## config.mk

```make
export PLATFORM = sky130hd
export DESIGN_NAME = fp_addsub_pipe
export DESIGN_NICKNAME = d
export VERILOG_FILES = /design/src/rtl/fp_pkg.sv /design/src/rtl/fp_lzc.sv /design/src/rtl/fp_addsub_pipe.sv
export SDC_FILE = /design/constraint.sdc
export NUM_CORES = 1
export LEC_CHECK = 0
export ABC_AREA = 1
export CORE_MARGIN = 1.5
export CORE_UTILIZATION = 61
export DETAILED_ROUTE_END_ITERATION = 8
export PLACE_DENSITY = 0.82
export SYNTH_ARGS = -nofsm -noshare
export SYNTH_HDL_FRONTEND = slang
export SYNTH_HIERARCHICAL = 1
export SYNTH_SLANG_ARGS = --single-unit
```

## constraint.sdc

```tcl
create_clock -name clk -period 7.02 [get_ports clk]
set_input_delay 1.404 -clock clk [delete_from_list [all_inputs] [get_ports clk]]
set_output_delay 1.404 -clock clk [all_outputs]
set_load 0.05 [all_outputs]
```

## src/rtl/fp_pkg.sv

```systemverilog
// Shared constants and types for the pipelined floating-point adder/subtractor.
// The default widths give IEEE-754 single precision.
package fp_pkg;

    localparam int FP_EXP_W = 8;
    localparam int FP_MAN_W = 23;

    localparam int BIAS    = 2 ** (FP_EXP_W - 1) - 1;
    localparam int EXP_MAX = 2 ** FP_EXP_W - 1;

    // Bit positions inside out_flags = {invalid, overflow, underflow, inexact}
    localparam int FLAG_INVALID   = 3;
    localparam int FLAG_OVERFLOW  = 2;
    localparam int FLAG_UNDERFLOW = 1;
    localparam int FLAG_INEXACT   = 0;

    localparam logic [FP_EXP_W+FP_MAN_W:0] QNAN =
        {1'b0, {FP_EXP_W{1'b1}}, 1'b1, {(FP_MAN_W - 1){1'b0}}};

    typedef enum logic [1:0] {
        ZERO = 2'd0,
        NORM = 2'd1,
        INF  = 2'd2,
        NAN  = 2'd3
    } fp_class_t;

    // Control part of every stage register; the datapath fields sit beside it
    // because their widths follow the module parameters.
    typedef struct packed {
        logic      valid;
        fp_class_t cls;
        logic      sign;
        logic      eff_sub;
    } stage_ctl_t;

endpackage

```

## src/rtl/fp_lzc.sv

```systemverilog
// Parametrised leading-zero counter; an all-zero input returns W.
module fp_lzc #(
    parameter int W  = 28,
    parameter int CW = $clog2(W + 1)
) (
    input  logic [W-1:0]  value,
    output logic [CW-1:0] count
);

    // Ascending scan: the highest set bit is the last one to write count.
    always_comb begin
        count = CW'(W);
        for (int i = 0; i < W; i++) begin
            if (value[i]) begin
                count = CW'(W - 1 - i);
            end
        end
    end

endmodule

```

## src/rtl/fp_addsub_pipe.sv

```systemverilog
// Three-stage floating-point adder/subtractor (align, add, normalise/round)
// with FTZ, round-to-nearest-even, special values, status flags and back-pressure.
module fp_addsub_pipe
    import fp_pkg::*;
#(
    parameter int EXP_W  = FP_EXP_W,
    parameter int MAN_W  = FP_MAN_W,
    parameter bit RND_EN = 1'b1
) (
    input  logic                   clk,
    input  logic                   rst,
    input  logic                   in_valid,
    output logic                   in_ready,
    input  logic [EXP_W+MAN_W:0]   in_a,
    input  logic [EXP_W+MAN_W:0]   in_b,
    input  logic                   in_sub,
    output logic                   out_valid,
    input  logic                   out_ready,
    output logic [EXP_W+MAN_W:0]   out_sum,
    output logic [3:0]             out_flags
);

    localparam int DW  = 1 + EXP_W + MAN_W;
    localparam int AW  = MAN_W + 4;
    localparam int SW  = MAN_W + 5;
    localparam int EW  = EXP_W + 2;
    localparam int LZW = $clog2(SW + 1);

    localparam logic [EXP_W-1:0]        EXP_ONES  = '1;
    localparam logic signed [EW-1:0]    EXP_ALL_S = EW'(2 ** EXP_W - 1);
    localparam logic signed [EW-1:0]    ONE_S     = EW'(1);
    localparam logic [DW-1:0]           QNAN_P    =
        {1'b0, {EXP_W{1'b1}}, 1'b1, {(MAN_W - 1){1'b0}}};

    // Handshake: all stages move together whenever the output slot is free
    // or being consumed; with advance low every register holds its value.
    logic advance;
    assign advance  = !out_valid || out_ready;
    assign in_ready = advance;

    // ---------------- S1: classify, swap, align ----------------
    logic               sa, sb;
    logic [EXP_W-1:0]   ea, eb;
    logic [MAN_W-1:0]   ma, mb;
    logic               za, zb, ia, ib, na, nb;
    logic               swap;
    logic [MAN_W:0]     sig_a, sig_b, sig_l, sig_s;
    logic [EXP_W-1:0]   el, es, diff;
    logic               sl;
    logic [AW-1:0]      ext_s, aligned;
    logic               sticky;
    fp_class_t          cls_c;
    logic               csign;

    assign sa = in_a[DW-1];
    assign ea = in_a[DW-2:MAN_W];
    assign ma = in_a[MAN_W-1:0];
    assign sb = in_b[DW-1] ^ in_sub;
    assign eb = in_b[DW-2:MAN_W];
    assign mb = in_b[MAN_W-1:0];

    assign za = (ea == '0);
    assign zb = (eb == '0);
    assign ia = (ea == EXP_ONES) && (ma == '0);
    assign ib = (eb == EXP_ONES) && (mb == '0);
    assign na = (ea == EXP_ONES) && (ma != '0);
    assign nb = (eb == EXP_ONES) && (mb != '0);

    assign sig_a = za ? '0 : {1'b1, ma};
    assign sig_b = zb ? '0 : {1'b1, mb};
    assign swap  = {eb, mb} > {ea, ma};
    assign sig_l = swap ? sig_b : sig_a;
    assign sig_s = swap ? sig_a : sig_b;
    assign el    = swap ? eb : ea;
    assign es    = swap ? ea : eb;
    assign sl    = swap ? sb : sa;
    assign diff  = el - es;
    assign ext_s = {sig_s, 3'b000};

    always_comb begin
        sticky  = 1'b0;
        aligned = '0;
        if (int'(diff) >= AW - 1) begin
            sticky  = |sig_s;
            aligned = {{(AW - 1){1'b0}}, sticky};
        end else begin
            sticky  = |(ext_s & ~({AW{1'b1}} << diff));
            aligned = (ext_s >> diff) | {{(AW - 1){1'b0}}, sticky};
        end
    end

    always_comb begin
        cls_c = NORM;
        csign = sl;
        if (na || nb) begin
            cls_c = NAN;
        end else if (ia && ib && (sa != sb)) begin
            cls_c = NAN;
        end else if (ia) begin
            cls_c = INF;
            csign = sa;
        end else if (ib) begin
            cls_c = INF;
            csign = sb;
        end else if (za && zb) begin
            // -0 survives only when both effective signs are negative
            cls_c = ZERO;
            csign = sa && sb;
        end
    end

    stage_ctl_t         s1_ctl;
    logic [EXP_W-1:0]   s1_exp;
    logic [AW-1:0]      s1_big, s1_small;

    always_ff @(posedge clk) begin
        if (rst) begin
            s1_ctl   <= '0;
            s1_exp   <= '0;
            s1_big   <= '0;
            s1_small <= '0;
        end else if (advance) begin
            s1_ctl   <= '{valid: in_valid, cls: cls_c, sign: csign, eff_sub: sa ^ sb};
            s1_exp   <= el;
            s1_big   <= {sig_l, 3'b000};
            s1_small <= aligned;
        end
    end

    // ---------------- S2: magnitude add/subtract ----------------
    logic [SW-1:0]      sum_c;
    stage_ctl_t         s2_ctl;
    logic [EXP_W-1:0]   s2_exp;
    logic [SW-1:0]      s2_sum;

    // |big| >= |small| so the difference never goes negative
    assign sum_c = s1_ctl.eff_sub ? ({1'b0, s1_big} - {1'b0, s1_small})
                                  : ({1'b0, s1_big} + {1'b0, s1_small});

    always_ff @(posedge clk) begin
        if (rst) begin
            s2_ctl <= '0;
            s2_exp <= '0;
            s2_sum <= '0;
        end else if (advance) begin
            s2_ctl <= s1_ctl;
            s2_exp <= s1_exp;
            s2_sum <= sum_c;
        end
    end

    // ---------------- S3: normalise, round, pack ----------------
    logic [LZW-1:0]         lz;
    logic [AW-1:0]          norm;
    logic signed [EW-1:0]   exp_base, exp_n, exp_r;
    logic [MAN_W:0]         m;
    logic                   g, r, st, inc, inexact;
    logic [MAN_W+1:0]       mr;
    logic [MAN_W-1:0]       man_f;
    logic [DW-1:0]          res;
    logic [3:0]             flg;

    fp_lzc #(.W(SW), .CW(LZW)) u_lzc (
        .value (s2_sum),
        .count (lz)
    );

    assign exp_base = $signed({2'b00, s2_exp});

    always_comb begin
        if (s2_sum[SW-1]) begin
            norm  = {s2_sum[SW-1:2], s2_sum[1] | s2_sum[0]};
            exp_n = exp_base + ONE_S;
        end else begin
            // lz >= 1 here; shifting by lz-1 puts the leading one at the hidden position
            norm  = s2_sum[AW-1:0] << (lz - LZW'(1));
            exp_n = exp_base - $signed(EW'(lz)) + ONE_S;
        end
    end

    assign m       = norm[AW-1:3];
    assign g       = norm[2];
    assign r       = norm[1];
    assign st      = norm[0];
    assign inexact = g || r || st;
    assign inc     = RND_EN && g && (r || st || m[0]);
    assign mr      = {1'b0, m} + (MAN_W + 2)'(inc);
    assign man_f   = mr[MAN_W+1] ? mr[MAN_W:1] : mr[MAN_W-1:0];
    assign exp_r   = mr[MAN_W+1] ? exp_n + ONE_S : exp_n;

    always_comb begin
        res = '0;
        flg = '0;
        case (s2_ctl.cls)
            NAN: begin
                res               = QNAN_P;
                flg[FLAG_INVALID] = 1'b1;
            end
            INF:  res = {s2_ctl.sign, EXP_ONES, {MAN_W{1'b0}}};
            ZERO: res = {s2_ctl.sign, {(DW - 1){1'b0}}};
            default: begin
                if (s2_sum == '0) begin
                    res = '0;
                end else if (exp_r >= EXP_ALL_S) begin
                    res                 = {s2_ctl.sign, EXP_ONES, {MAN_W{1'b0}}};
                    flg[FLAG_OVERFLOW]  = 1'b1;
                    flg[FLAG_INEXACT]   = 1'b1;
                end else if (exp_r[EW-1] || (exp_r == '0)) begin
                    res                 = {s2_ctl.sign, {(DW - 1){1'b0}}};
                    flg[FLAG_UNDERFLOW] = 1'b1;
                    flg[FLAG_INEXACT]   = 1'b1;
                end else begin
                    res               = {s2_ctl.sign, exp_r[EXP_W-1:0], man_f};
                    flg[FLAG_INEXACT] = inexact;
                end
            end
        endcase
    end

    always_ff @(posedge clk) begin
        if (rst) begin
            out_valid <= 1'b0;
            out_sum   <= '0;
            out_flags <= '0;
        end else if (advance) begin
            out_valid <= s2_ctl.valid;
            if (s2_ctl.valid) begin
                out_sum   <= res;
                out_flags <= flg;
            end
        end
    end

endmodule

```

Word-level counts from Yosys, hierarchy flattened
Cells that the tools add are included.
- logic and storage cells: 134
- output and inout bits: 38
- bits in registers: 141
- muxes and demuxes: 63
- add/sub/neg operators: 9
- $lt $le $gt $ge: 3
- shift-type cells: 3
- reductions and logical operators: 30
- equal/unequal tests: 5
- bitwise operators: 6
- operators by type and width (operator ; count):
    2-to-1 mux 24 bit ; 4
    one-hot mux 32 bit (3 select lines) ; 1
    2-to-1 mux 5 bit ; 16
    2-to-1 mux 31 bit ; 2
    2-to-1 mux 27 bit ; 2
    logical NOT 23 bit ; 2
    nonzero test 23 bit ; 2
    2-to-1 mux 32 bit ; 1
    2-to-1 mux 4 bit ; 8
    > comparator 31 bit ; 1
    adder 27 x 27 -> 28 bit ; 1
    logical NOT 28 bit ; 1
    2-to-1 mux 28 bit ; 1
    subtractor 27 x 27 -> 28 bit ; 1
    AND 27 bit ; 1
    inverter 27 bit ; 1
    bitwise OR 27 x 1 -> 27 bit ; 1
    OR reduction 27 bit ; 1
    left shift 27 x 5 -> 27 bit ; 1
    left shift 27 x 8 -> 27 bit, first input constant ; 1
    right shift 27 x 8 -> 27 bit ; 1
    adder 24 x 1 -> 25 bit ; 1
    OR reduction 24 bit ; 1
    2-to-1 mux 23 bit ; 1
    26 further kinds ; 66

Logic depth before layout (Yosys ltp)
- depth after elaboration: 42
- depth in mapped cells: 58

Cells and area by module
Netlist, hierarchy kept.
- by module, submodules not included (module ; cells each ; sequential area each (um^2) ; area each (um^2) ; times used):
    fp_addsub_pipe ; 2482 ; 2822.7 ; 14696.6 ; 1
    fp_lzc ; 84 ; 0.0 ; 399.1 ; 1

Worst setup path after synthesis
Ideal clock, no wire load.
- kind: register -> register
- from: register s2_sum[0]
- to: register out_sum[22]
- library setup time: 0.128 ns
- clock period less this slack: 5.147 ns
- stages on the path, launching flop included: 58
- setup slack: 1.873 ns
- arrival: 5.019 ns
- buffers on the path: 5
- cell sequence: dfxtp_1 -> nand2_1 -> nand2_1 -> nand2_1 -> nand2_1 -> nand2_1 -> nand2_1 -> nand2_1 -> nand2_1 -> nand2_1 -> nand2_1 -> nand2_1 -> nand2_1 -> nand2_1 -> nand2_1 -> nand2_1 -> nand2_1 -> nand2_1 -> [... 22 more ...] -> ha_1 -> ha_1 -> inv_1 -> nor2_1 -> nand4_1 -> nand3b_4 -> inv_2 -> buf_6 -> o21ai_1 -> nand2_1 -> nand2_1 -> nor2_2 -> nand3_4 -> nand2_4 -> inv_4 -> buf_6 -> a31oi_2 -> nor2_1
- word-level cells in the longest chain between the ends: 42
- elaborated cells between the ends (all ways): 50
- classes of those cells: 5 x add/sub; 1 x order compare; 1 x shift; 36 x mux; 1 x bitwise; 6 x reduce/logical
- ends and longest elaborated chain (item ; RTL line ; RTL):
    start: declaration ; fp_addsub_pipe.sv:134 ; logic [SW-1:0] s2_sum;
    start signal: assignment ; fp_addsub_pipe.sv:148 ; s2_sum <= sum_c;
    2-to-1 mux 3 bit * (4 in series) ; fp_lzc.sv:14 ; if (value[i]) begin
    2-to-1 mux 4 bit * (8 in series) ; fp_lzc.sv:14 ;
    2-to-1 mux 5 bit * (16 in series) ; fp_lzc.sv:14 ;
    named net lz[0] ; fp_addsub_pipe.sv:153 ; logic [LZW-1:0] lz;
    branches (longest 11 deep; another with adder 24 x 1 -> 25 bit) ; n/a ;
    2-to-1 mux 31 bit * ; fp_addsub_pipe.sv:204 ; end else if (exp_r >= EXP_ALL_S) begin
    2-to-1 mux 32 bit * ; fp_addsub_pipe.sv:202 ; if (s2_sum == '0) begin
    one-hot mux 32 bit (3 select lines) * ; fp_addsub_pipe.sv:194 ; case (s2_ctl.cls)
    end signal: assignment ; fp_addsub_pipe.sv:228 ; out_sum <= res;
    end: declaration ; fp_addsub_pipe.sv:19 ; output logic [EXP_W+MAN_W:0] out_sum,
Mark *: on every way through the listed nets, which the timed path passes.
A chain may end at the register's enable or synchronous reset.

Worst setup path after layout
- from: register s2_sum[1]
- to: register out_flags[0]
- word-level cells in the longest chain between the ends: 41
- elaborated cells between the ends (all ways): 50
- classes of those cells: 5 x add/sub; 1 x order compare; 1 x shift; 34 x mux; 1 x bitwise; 8 x reduce/logical
- ends and longest elaborated chain (item ; RTL line ; RTL):
    2-to-1 mux 3 bit * (3 in series) ; fp_lzc.sv:14 ;
    2-to-1 mux 4 bit * (8 in series) ; fp_lzc.sv:14 ;
    2-to-1 mux 5 bit * (16 in series) ; fp_lzc.sv:14 ;
    named net lz[0] ; fp_addsub_pipe.sv:153 ;
    branches (longest 11 deep; another with adder 24 x 1 -> 25 bit) ; n/a ;
    2-to-1 mux 1 bit * ; fp_addsub_pipe.sv:204 ;
    2-to-1 mux 3 bit * ; fp_addsub_pipe.sv:202 ;
    2-to-1 mux 3 bit * ; fp_addsub_pipe.sv:194 ;
    end signal: assignment ; fp_addsub_pipe.sv:229 ; out_flags <= flg;
    end: declaration ; fp_addsub_pipe.sv:20 ; output logic [3:0] out_flags
Marked as above.

==> flow_summary_export.csv <==
group,metric,value,unit
run_status,status,"completed",
synthesis,synth_xor_area_frac,0.0327,
worst_hold_path,hp-start,"out_sum[3]$_SDFFE_PP0P_",
timing,min_period_over_period,0.937,
clock_tree,clkSinkCount,141,
synthesis,yosys_warnings,6,
synthesis,syn_inst,2566,
global_routing,antenna_found_initial,1,
global_routing,grt_pass1_vias,16700,
timing,tns,0,ns
critical_path,critical_path_class,"reg2reg",
power_and_ir_drop,ir_worst_vdd,293,uV
finish,seqCellArea,2820,um2
synthesis,synth-simple-area-share,0.358,
finish,final_net_count,2771,
synthesis,ys_seq_area_frac,0.187,
clock_tree,cts_buffers,17,
synthesis,synth_flop_cell,"dfxtp_1",
critical_path,required,7.39,ns
synthesis,avgSynthCellArea,5.88,um2
synthesis,synth_edf_count,0,
critical_path,crit_path_start_kind,"register",
critical_path,crit_top_cell,"nand2_1",
synthesis,synth_top_family_by_area,"simple AND/OR/NAND/NOR gates",
synthesis,synth_top_area_share,0.187,
floorplanning,io_pins,107,
global_routing,grt.overflow.total,0,
timing,relSlewSlack,0.289,
routing,routed_wl,55.1,mm
placed_design,gp_congestion,1.05,
finish,syn2layout_area_growth,11.7,%
finish,multi_input_area,10300,um2
finish,fillers,2131,
synthesis,synth_cell_types,68,
synthesis,syn_nets,2730,
power_and_ir_drop,power_leakage,8.09,nW
floorplanning,die_area,25700,um2
clock_tree,clock_latency,0.44,ns
clock_tree,cts_tree,"done",
placed_design,placed_area,16300,um2
routing,detail_route.vias_per_cell,6.11,
timing,hold-worst-slack,0.468,ns
critical_path,critPathMaxStageDelay,0.46,ns
synthesis,ys_ff_latch,141,
critical_path,r2r_start,"s2_sum[1]$_SDFFE_PP0N_",
clock_tree,cts.path.max_buffers,2,
critical_path,arrival,6.95,ns
routing,drc,0,
global_routing,grtUsageTotal,0.423,
synthesis,synthAdderAreaFrac,0.0797,
timing,period_needed,6.58,ns
timing,timing.fmax,152,MHz
finish,fin_area,16900,um2
routing,wire_per_inst,18.7,um
synthesis,synthMuxAreaShare,0.00796,
synthesis,synth_area_leaders,"dfxtp_1 (19%), nand2_1 (18%), inv_1 (8.3%)",
synthesis,yosysMostFrequentCell,"nand2_1",
placed_design,dp.final_hpwl,42.3,mm
clock_tree,ctsHtreeMaxLevel,4,
clock_tree,cts_resized,0,
job,drv_cap,0,
timing,worst_slew_pin_slew,1.06,ns
clock_tree,cts.hold.buffers_added,0,
floorplanning,num_rows,57,
timing,fin_skew,0.0158,ns
synthesis,synthArstFlopShare,0,
routing,dr.pass1.iters,7,
floorplanning,die_x,160,um
clock_tree,clk_pin_slew,0.08,ns
synthesis,synth_compound_area_frac,0.206,
critical_path,worst_setup_path_end_kind,"register",
clock_tree,cts-root-buf,"clkbuf_16",
timing,rsz0062_at_grt,"false",
power_and_ir_drop,power_density,326,nW/um2
critical_path,cp-startpoint,"s2_sum[1]$_SDFFE_PP0N_",
routing,drtIter0Drc,2254,
global_routing,grt_max_degree,92,
timing,setup_violations,0,
critical_path,slowest_stage,"dfxtp_1",
worst_hold_path,min_path_type,"reg2reg",
critical_path,crit_fanout,19,
floorplanning,core_area,24300,um2
synthesis,synth_top_cell_by_area,"dfxtp_1",
timing,slew_viol_final,0,
synthesis,synth_area,15100,um2
power_and_ir_drop,p_total,5.50,mW
finish,drive_gt1_frac,0.0595,
timing,hold_violations,0,
global_routing,grt_pass1_wl,86.9,mm
routing,drtAntennaViolNets,0,
routing,vias,18000,
placed_design,portBuffers,106,
clock_tree,cts_setup_buffers,0,
synthesis,netlist_top_cells_count,"nand2_1 (725), inv_1 (333), o21ai_0 (201)",
floorplanning,die_h,160,um
floorplanning,start_util,0.621,
## flip-flops by register name, summed over array words and instances, names as in the netlist
| name | cells |
|---|---|
| s2_sum | 28 |
| s1_ctl | 5 |
| out_flags | 4 |
| s1_big | 24 |
| s2_ctl | 4 |
| out_valid | 1 |
| s1_exp | 8 |
| s1_small | 27 |
| s2_exp | 8 |
| out_sum | 32 |
## critical path: cells and delay by family, from the launching register on
family / cells / cell delay (ns)
and+or+nand+nor: 38 / 3.62
buffers and inverters: 6 / 0.83
AOI/OAI and AO/OA: 5 / 0.70
adders and majority gates: 3 / 0.60
DFF: 1 / 0.46
xor gates and xnor gates: 1 / 0.25
## per-layer routing
| metal | part of all wire | global-route usage | wire length [um] | vias up |
|---|---|---|---|---|
| met5 | 0 | 0 | 0 | - |
| met4 | 0.068 | 0.250 | 3720 | 0 |
| met3 | 0.096 | 0.0808 | 5300 | 257 |
| met2 | 0.46 | 0.717 | 25200 | 1098 |
| met1 | 0.38 | 0.498 | 20800 | 8101 |
| li1 | - | - | - | 8530 |
## logic make-up after synthesis
logic type               count (synthesis)
XOR/XNOR                                49
flip-flops                             141
buffers and inverters                  478
multiplexers                            12
AO/OA/AOI/OAI                          548
AND/OR/NAND/NOR                       1243
adder cells (fa/ha/maj)                 95
## path summary, 6_finish.rpt
path | end | slack [ns] | cells past startpoint
hold / removal | out_sum[3]$_SDFFE_PP0P_ | 0.47 | 2
setup reg to reg | out_flags[0]$_SDFFE_PP0P_ | 0.44 | 53
hold reg to reg | out_sum[3]$_SDFFE_PP0P_ | 0.47 | 2
setup / recovery | out_flags[0]$_SDFFE_PP0P_ | 0.44 | 53
## final cells by class
cell class | instances | share of cell area
timing repair buffer | 142 | 0.0789
multi-input combinational | 1947 | 0.613
inverter | 358 | 0.0823
tap | 324 | 0.0240
antenna | 2 | 0.000297
sequential | 141 | 0.167
clock inverter | 15 | 0.00875
clock buffer | 17 | 0.0252
## cell usage in the layout, fill, tap and decap left out, types with 3 or more instances in the layout
cell / n
nand2_1: 725
inv_1: 331
o21ai_0: 201
nand3_1: 194
a21oi_1: 174
nor2_1: 171
dfxtp_1: 141
clkdlybuf4s50_1: 106
ha_1: 93
nand4_1: 55
buf_4: 36
o21ai_1: 35
xor2_1: 35
o211ai_1: 32
a31oi_1: 27
inv_2: 22
o22ai_1: 22
nor3_1: 20
nor4_1: 19
clkbuf_16: 17
nor2_2: 14
mux2i_1: 12
nand3b_1: 12
o221ai_1: 11
xnor2_1: 9
a21boi_0: 7
o21bai_1: 7
or2_2: 6
nand3_2: 5
nand2_2: 5
inv_6: 5
nor2_4: 4
inv_8: 4
a21o_1: 3
o22ai_2: 3
o21ai_2: 3
o221ai_2: 3
bufinv_8: 3
## power breakdown
part	internal [mW]	total, mW	leakage (nW)	switching (mW)
registers	0.868	0.963	1.16	0.0950
clock network	0.473	0.913	0.282	0.441
logic	1.15	3.62	6.65	2.47
total	2.49	5.50	8.09	3.01
## metrics by stage
step	setup WS [ns]	instances	utilization
2_1_floorplan	1.87	2566	-
3_3_place_gp	0.626	2912	0.670
3_5_place_dp	0.606	2912	0.670
4_1_cts	0.746	2944	0.693
5_1_grt	0.0560	2944	0.693
6_report	0.444	2946	0.694
(Power assumes the default switching activity.)
